===== config.mk =====
export PLATFORM = sky130hd
export DESIGN_NAME = mem_arbiter
export DESIGN_NICKNAME = d
export VERILOG_FILES = /design/src/rtl/mem_arbiter_pkg.sv /design/src/rtl/arb_pick.sv /design/src/rtl/mem_arbiter.sv
export SDC_FILE = /design/constraint.sdc
export NUM_CORES = 1
export LEC_CHECK = 0
export BUFFER_PORTS_ARGS = -buffer_cell sky130_fd_sc_hd__buf_2
export CELL_PAD_IN_SITES_DETAIL_PLACEMENT = 0
export CELL_PAD_IN_SITES_GLOBAL_PLACEMENT = 2
export CORE_MARGIN = 10
export CORE_UTILIZATION = 21
export CTS_CLUSTER_SIZE = 16
export DETAILED_ROUTE_END_ITERATION = 10
export PLACE_DENSITY_LB_ADDON = 0.15
export SLEW_MARGIN = 20
export SYNTH_ARGS = -nofsm -noshare
export SYNTH_HDL_FRONTEND = slang
export SYNTH_SLANG_ARGS = --single-unit

===== constraint.sdc =====
create_clock -name clk -period 1.5 [get_ports clk]
set_clock_uncertainty 0.05 [all_clocks]
set_input_delay 0.3 -clock clk [delete_from_list [all_inputs] [get_ports clk]]
set_output_delay 0.3 -clock clk [all_outputs]
set_load 0.05 [all_outputs]

===== src/rtl/mem_arbiter_pkg.sv =====
// Shared types and default widths for the data-memory arbiter.
package mem_arbiter_pkg;

  localparam int unsigned DefaultAddrW = 12;
  localparam int unsigned DefaultDataW = 16;

  typedef enum logic [1:0] {
    IDLE   = 2'd0,
    ACCESS = 2'd1,
    DONE   = 2'd2
  } state_e;

endpackage


===== src/rtl/arb_pick.sv =====
// Two-port winner select: a lone requester always wins; on a tie the pointer picks.
module arb_pick (
  input  logic req0_i,
  input  logic req1_i,
  input  logic ptr_i,
  output logic grant_o
);

  always_comb begin
    grant_o = req1_i;
    if (req0_i && req1_i) begin
      grant_o = ptr_i;
    end
  end

endmodule


===== src/rtl/mem_arbiter.sv =====
// Two-port arbiter onto a single 1-cycle-latency memory port (IDLE -> ACCESS -> DONE).
// Define MEM_ARBITER_RR_EN for round-robin tie-breaking; default is fixed p0 priority.
module mem_arbiter
  import mem_arbiter_pkg::*;
#(
  parameter int unsigned ADDR_W = DefaultAddrW,
  parameter int unsigned DATA_W = DefaultDataW
) (
  input  logic              clk,
  input  logic              rst_n,
  input  logic              p0_req,
  input  logic              p0_we,
  input  logic [ADDR_W-1:0] p0_addr,
  input  logic [DATA_W-1:0] p0_wdata,
  output logic              p0_ack,
  output logic [DATA_W-1:0] p0_rdata,
  input  logic              p1_req,
  input  logic              p1_we,
  input  logic [ADDR_W-1:0] p1_addr,
  input  logic [DATA_W-1:0] p1_wdata,
  output logic              p1_ack,
  output logic [DATA_W-1:0] p1_rdata,
  output logic [ADDR_W-1:0] mem_addr,
  output logic [DATA_W-1:0] mem_wdata,
  output logic              mem_we,
  input  logic [DATA_W-1:0] mem_rdata
);

  state_e              state_q, state_d;
  logic                gnt_q;
  logic                we_q;
  logic [ADDR_W-1:0]   addr_q;
  logic [DATA_W-1:0]   wdata_q;
  logic                ptr;
  logic                gnt;
  logic                start;

  assign start = (state_q == IDLE) && (p0_req || p1_req);

`ifdef MEM_ARBITER_RR_EN
  logic ptr_q;

  // Preference moves to the port that did not just finish.
  always_ff @(posedge clk or negedge rst_n) begin
    if (!rst_n) begin
      ptr_q <= 1'b0;
    end else if (state_q == DONE) begin
      ptr_q <= ~gnt_q;
    end
  end

  assign ptr = ptr_q;
`else
  assign ptr = 1'b0;
`endif

  arb_pick u_arb_pick (
    .req0_i  (p0_req),
    .req1_i  (p1_req),
    .ptr_i   (ptr),
    .grant_o (gnt)
  );

  always_comb begin
    state_d = state_q;
    unique case (state_q)
      IDLE:    if (p0_req || p1_req) state_d = ACCESS;
      ACCESS:  state_d = DONE;
      DONE:    state_d = IDLE;
      default: state_d = IDLE;
    endcase
  end

  always_ff @(posedge clk or negedge rst_n) begin
    if (!rst_n) begin
      state_q <= IDLE;
      gnt_q   <= 1'b0;
      we_q    <= 1'b0;
      addr_q  <= '0;
      wdata_q <= '0;
    end else begin
      state_q <= state_d;
      if (start) begin
        gnt_q   <= gnt;
        we_q    <= gnt ? p1_we    : p0_we;
        addr_q  <= gnt ? p1_addr  : p0_addr;
        wdata_q <= gnt ? p1_wdata : p0_wdata;
      end
    end
  end

  // Outputs decode straight from state so reset clears them without waiting for a clock.
  always_comb begin
    mem_we    = 1'b0;
    mem_addr  = '0;
    mem_wdata = '0;
    p0_ack    = 1'b0;
    p1_ack    = 1'b0;
    p0_rdata  = '0;
    p1_rdata  = '0;
    if (state_q == ACCESS) begin
      mem_we    = we_q;
      mem_addr  = addr_q;
      mem_wdata = wdata_q;
    end
    if (state_q == DONE) begin
      if (gnt_q) begin
        p1_ack   = 1'b1;
        p1_rdata = mem_rdata;
      end else begin
        p0_ack   = 1'b1;
        p0_rdata = mem_rdata;
      end
    end
  end

endmodule

==> impl_metrics.yaml <==
drt:
  vias: 1843
  drt_iter0_markers: 41
  remaining_drc_errors: 0
  post_drt_via_cell_ratio: 4.06
  ant_nets: 0
  wl_per_cell_um: 16.3
  routed_wl_um: 7400
  drt_first_pass_iters: 3
sta:
  slew_headroom_pct: 73.7
  fmax_mhz: 556
  finalSetupViolCount: 63
  maxSlewViolCount: 0
  grt_setup_unrepaired: "true"
  hold_violations: 0
  fin_crit_sh_pct: 120
  worst_pin_slew_ns: 0.395
  final.setup.worst_slack_ns: -0.298
  period_needed_ns: 1.80
global_routing:
  met1_usage_pct: 10.5
  grt.total_usage_pct: 9.63
  use_met3_pct: 4.09
  grt_overflow_total: 0
  grt-busiest-layer: "met2"
  gr-usage-met2_pct: 16.8
  antenna_found_initial: 0
  grt_pass1_vias: 2102
  grt_max_degree: 19
  grt_pass1_wl_um: 11200
floorplan:
  coreArea_mm2: 0.00933
  start_util_pct: 21.8
  die_y_um: 118
  die_area_mm2: 0.0140
  pin_count: 141
  die_w_um: 118
  num_rows: 35
power_and_ir_drop:
  combPwrFrac_pct: 71.9
  vdd_ir_drop_max_mv: 0.764
  power_switching_mw: 3.47
  p_sw_share_pct: 42.9
  leakage_nw: 1.97
  cellPowerDensity_mw_per_mm2: 2040
  power_frac_seq_pct: 19.3
  pwr-share-clk_pct: 8.8
  intPower_mw: 4.61
  power_mw: 8.08
synthesis:
  synthesis.nets: 249
  syn_avg_cell_area_um2: 11.9
  post_synth_num_cell_types: 14
  yosysSeqAreaShare_pct: 39.4
  synthCells: 171
  synth_area_mm2: 0.00203
  ys_ff_latch: 32
  yosysWarnings: 0
outcome:
  status: "finished, violations left"
  violations: "setup timing"
worst_setup_path:
  crit_path_start_kind: "register"
  path_max_fanout: 17
  startpoint: "state_q[1]"
  critPathKind: "reg -> out"
  critPathRequiredTime_ns: 1.15
  worst_setup_path_end_kind: "primary output"
  crit-reg2reg-launch: "state_q[0]"
  cp.arrival_ns: 1.45
layout:
  layout_common_cells: "buf_2 (77), mux2_4 (39), and2_2 (36)"
  drive_gt1_share_pct: 89.5
  final_common_cell: "buf_2"
  area_growth_pct: 94.9
  finalNetCount: 403
  seq_area_um2: 802
  fill_cells: 906
  multi_input_area_mm2: 0.00137
  antenna_cells: 0
flow_run:
  maxCapViolCount: 0
placed_design:
  hpwl_um: 5580
  numPortBuffers: 140
  gp_congestion: 0.672
  pre_cts_slack_ns: -0.0613
cts:
  htreeDepth: 2
  cts_tree: "done"
  clockBufferDepth: 2
  cts_buffers: 5
  clkSlewWorstSetupHoldPaths_ns: 0.06
  clock_sinks: 32
  clockRootBuffer: "clkbuf_8"
  worst_skew_pair.late_latency_ns: 0.28
worst_hold_path:
  hp-class: "in -> reg"
  hp-start: "p0_req"
==> critical path, stage by stage (launching register included) <==
cell     delay [ns]
dfrtp_2        0.44
and3b_2        0.23
buf_12         0.15
and2_2         0.20
buf_6          0.15
==> per-stage QoR <==
step	TNS (ns)	util [%]	instances	hold WS (ns)	area [um2]
4_1_cts	-16.34	39.6	449	0.256	3690
2_1_floorplan	-0.263	-	171	-0.0456	2180
3_3_place_gp	-2.31	33.8	441	0.197	3150
6_report	-14.51	42.5	454	0.280	3970
3_5_place_dp	-2.38	33.8	441	0.207	3150
5_1_grt	-19.97	42.5	454	0.279	3970
==> worst paths after layout <==
| path | to | slack (ns) | cells after the start |
|---|---|---|---|
| max in group asynchronous | addr_q[5] | 0.55 | 3 |
| min in group asynchronous | wdata_q[0] | 0.42 | 2 |
| hold / removal | gnt_q | 0.28 | 3 |
| hold reg to reg | wdata_q[5] | 0.45 | 1 |
| setup / recovery | p1_rdata[3] | -0.30 | 4 |
| setup reg to reg | wdata_q[1] | 0.02 | 4 |
==> what timing repair did <==
item                                   4_1_cts  5_1_grt
pin swaps                                    0        2
setup endpoints to repair                   75       92
hold buffers                                 1        0
buffers inserted                             0        3
endpoints found under the hold margin       14        0
cloned                                       0        2
gates resized for setup                    136       58
==> power by group through the flow <==
stage	combinational, mW	clock [mW]	sequential [mW]
floorplan	3.35	0	1.47
CTS	5.11	0.743	1.53
global route	6.10	0.786	1.62
global placement	4.43	0	1.52
detailed placement	4.43	0	1.53
finish	5.81	0.713	1.56
==> sequential cells by signal, indices dropped and copies added (netlist names) <==
signal,flops
wdata_q,16
we_q,1
addr_q,12
gnt_q,1
state_q,2
==> cells by family (layout without fill, tap and decap cells) <==
| family | count (synthesis) | after routing | share of synthesized area, % |
|---|---|---|---|
| AOI/OAI and AO/OA | 3 | 3 | 0.861 |
| buffers and inverters | 12 | 166 | 3.26 |
| DFF | 32 | 32 | 39.4 |
| muxes | 58 | 58 | 35.8 |
| and+or+nand+nor | 66 | 66 | 20.7 |
==> synth_stat cells <==
master    count  area, um2
buf_6         2       22.5
nor2b_1       1       6.26
mux2_4       20        300
nand2b_4      1       13.8
dfrtp_1      32        801
nor2_1        1       3.75
mux2_2       38        428
nor3b_1       1       7.51
and2_1       61        382
clkbuf_1      5       18.8
a21oi_1       2       10.0
and3b_1       1       8.76
buf_2         5       25.0
o21a_1        1       7.51
==> cell type report <==
class | count | share of cell area, %
clock buffers | 7 | 2.43
flip-flops and latches | 32 | 20.2
repair buffers | 159 | 38.7
multi-input cells | 127 | 34.6
well taps | 129 | 4.07
==> layer usage <==
metal	up-vias	part of all wire, %	wire, um
li1	876	-	-
met1	870	40	2990
met2	92	50	3720
met3	5	8.3	613
met4	0	0.96	71
met5	-	0	0
No activity file was read; power rests on OpenSTA's default activity.
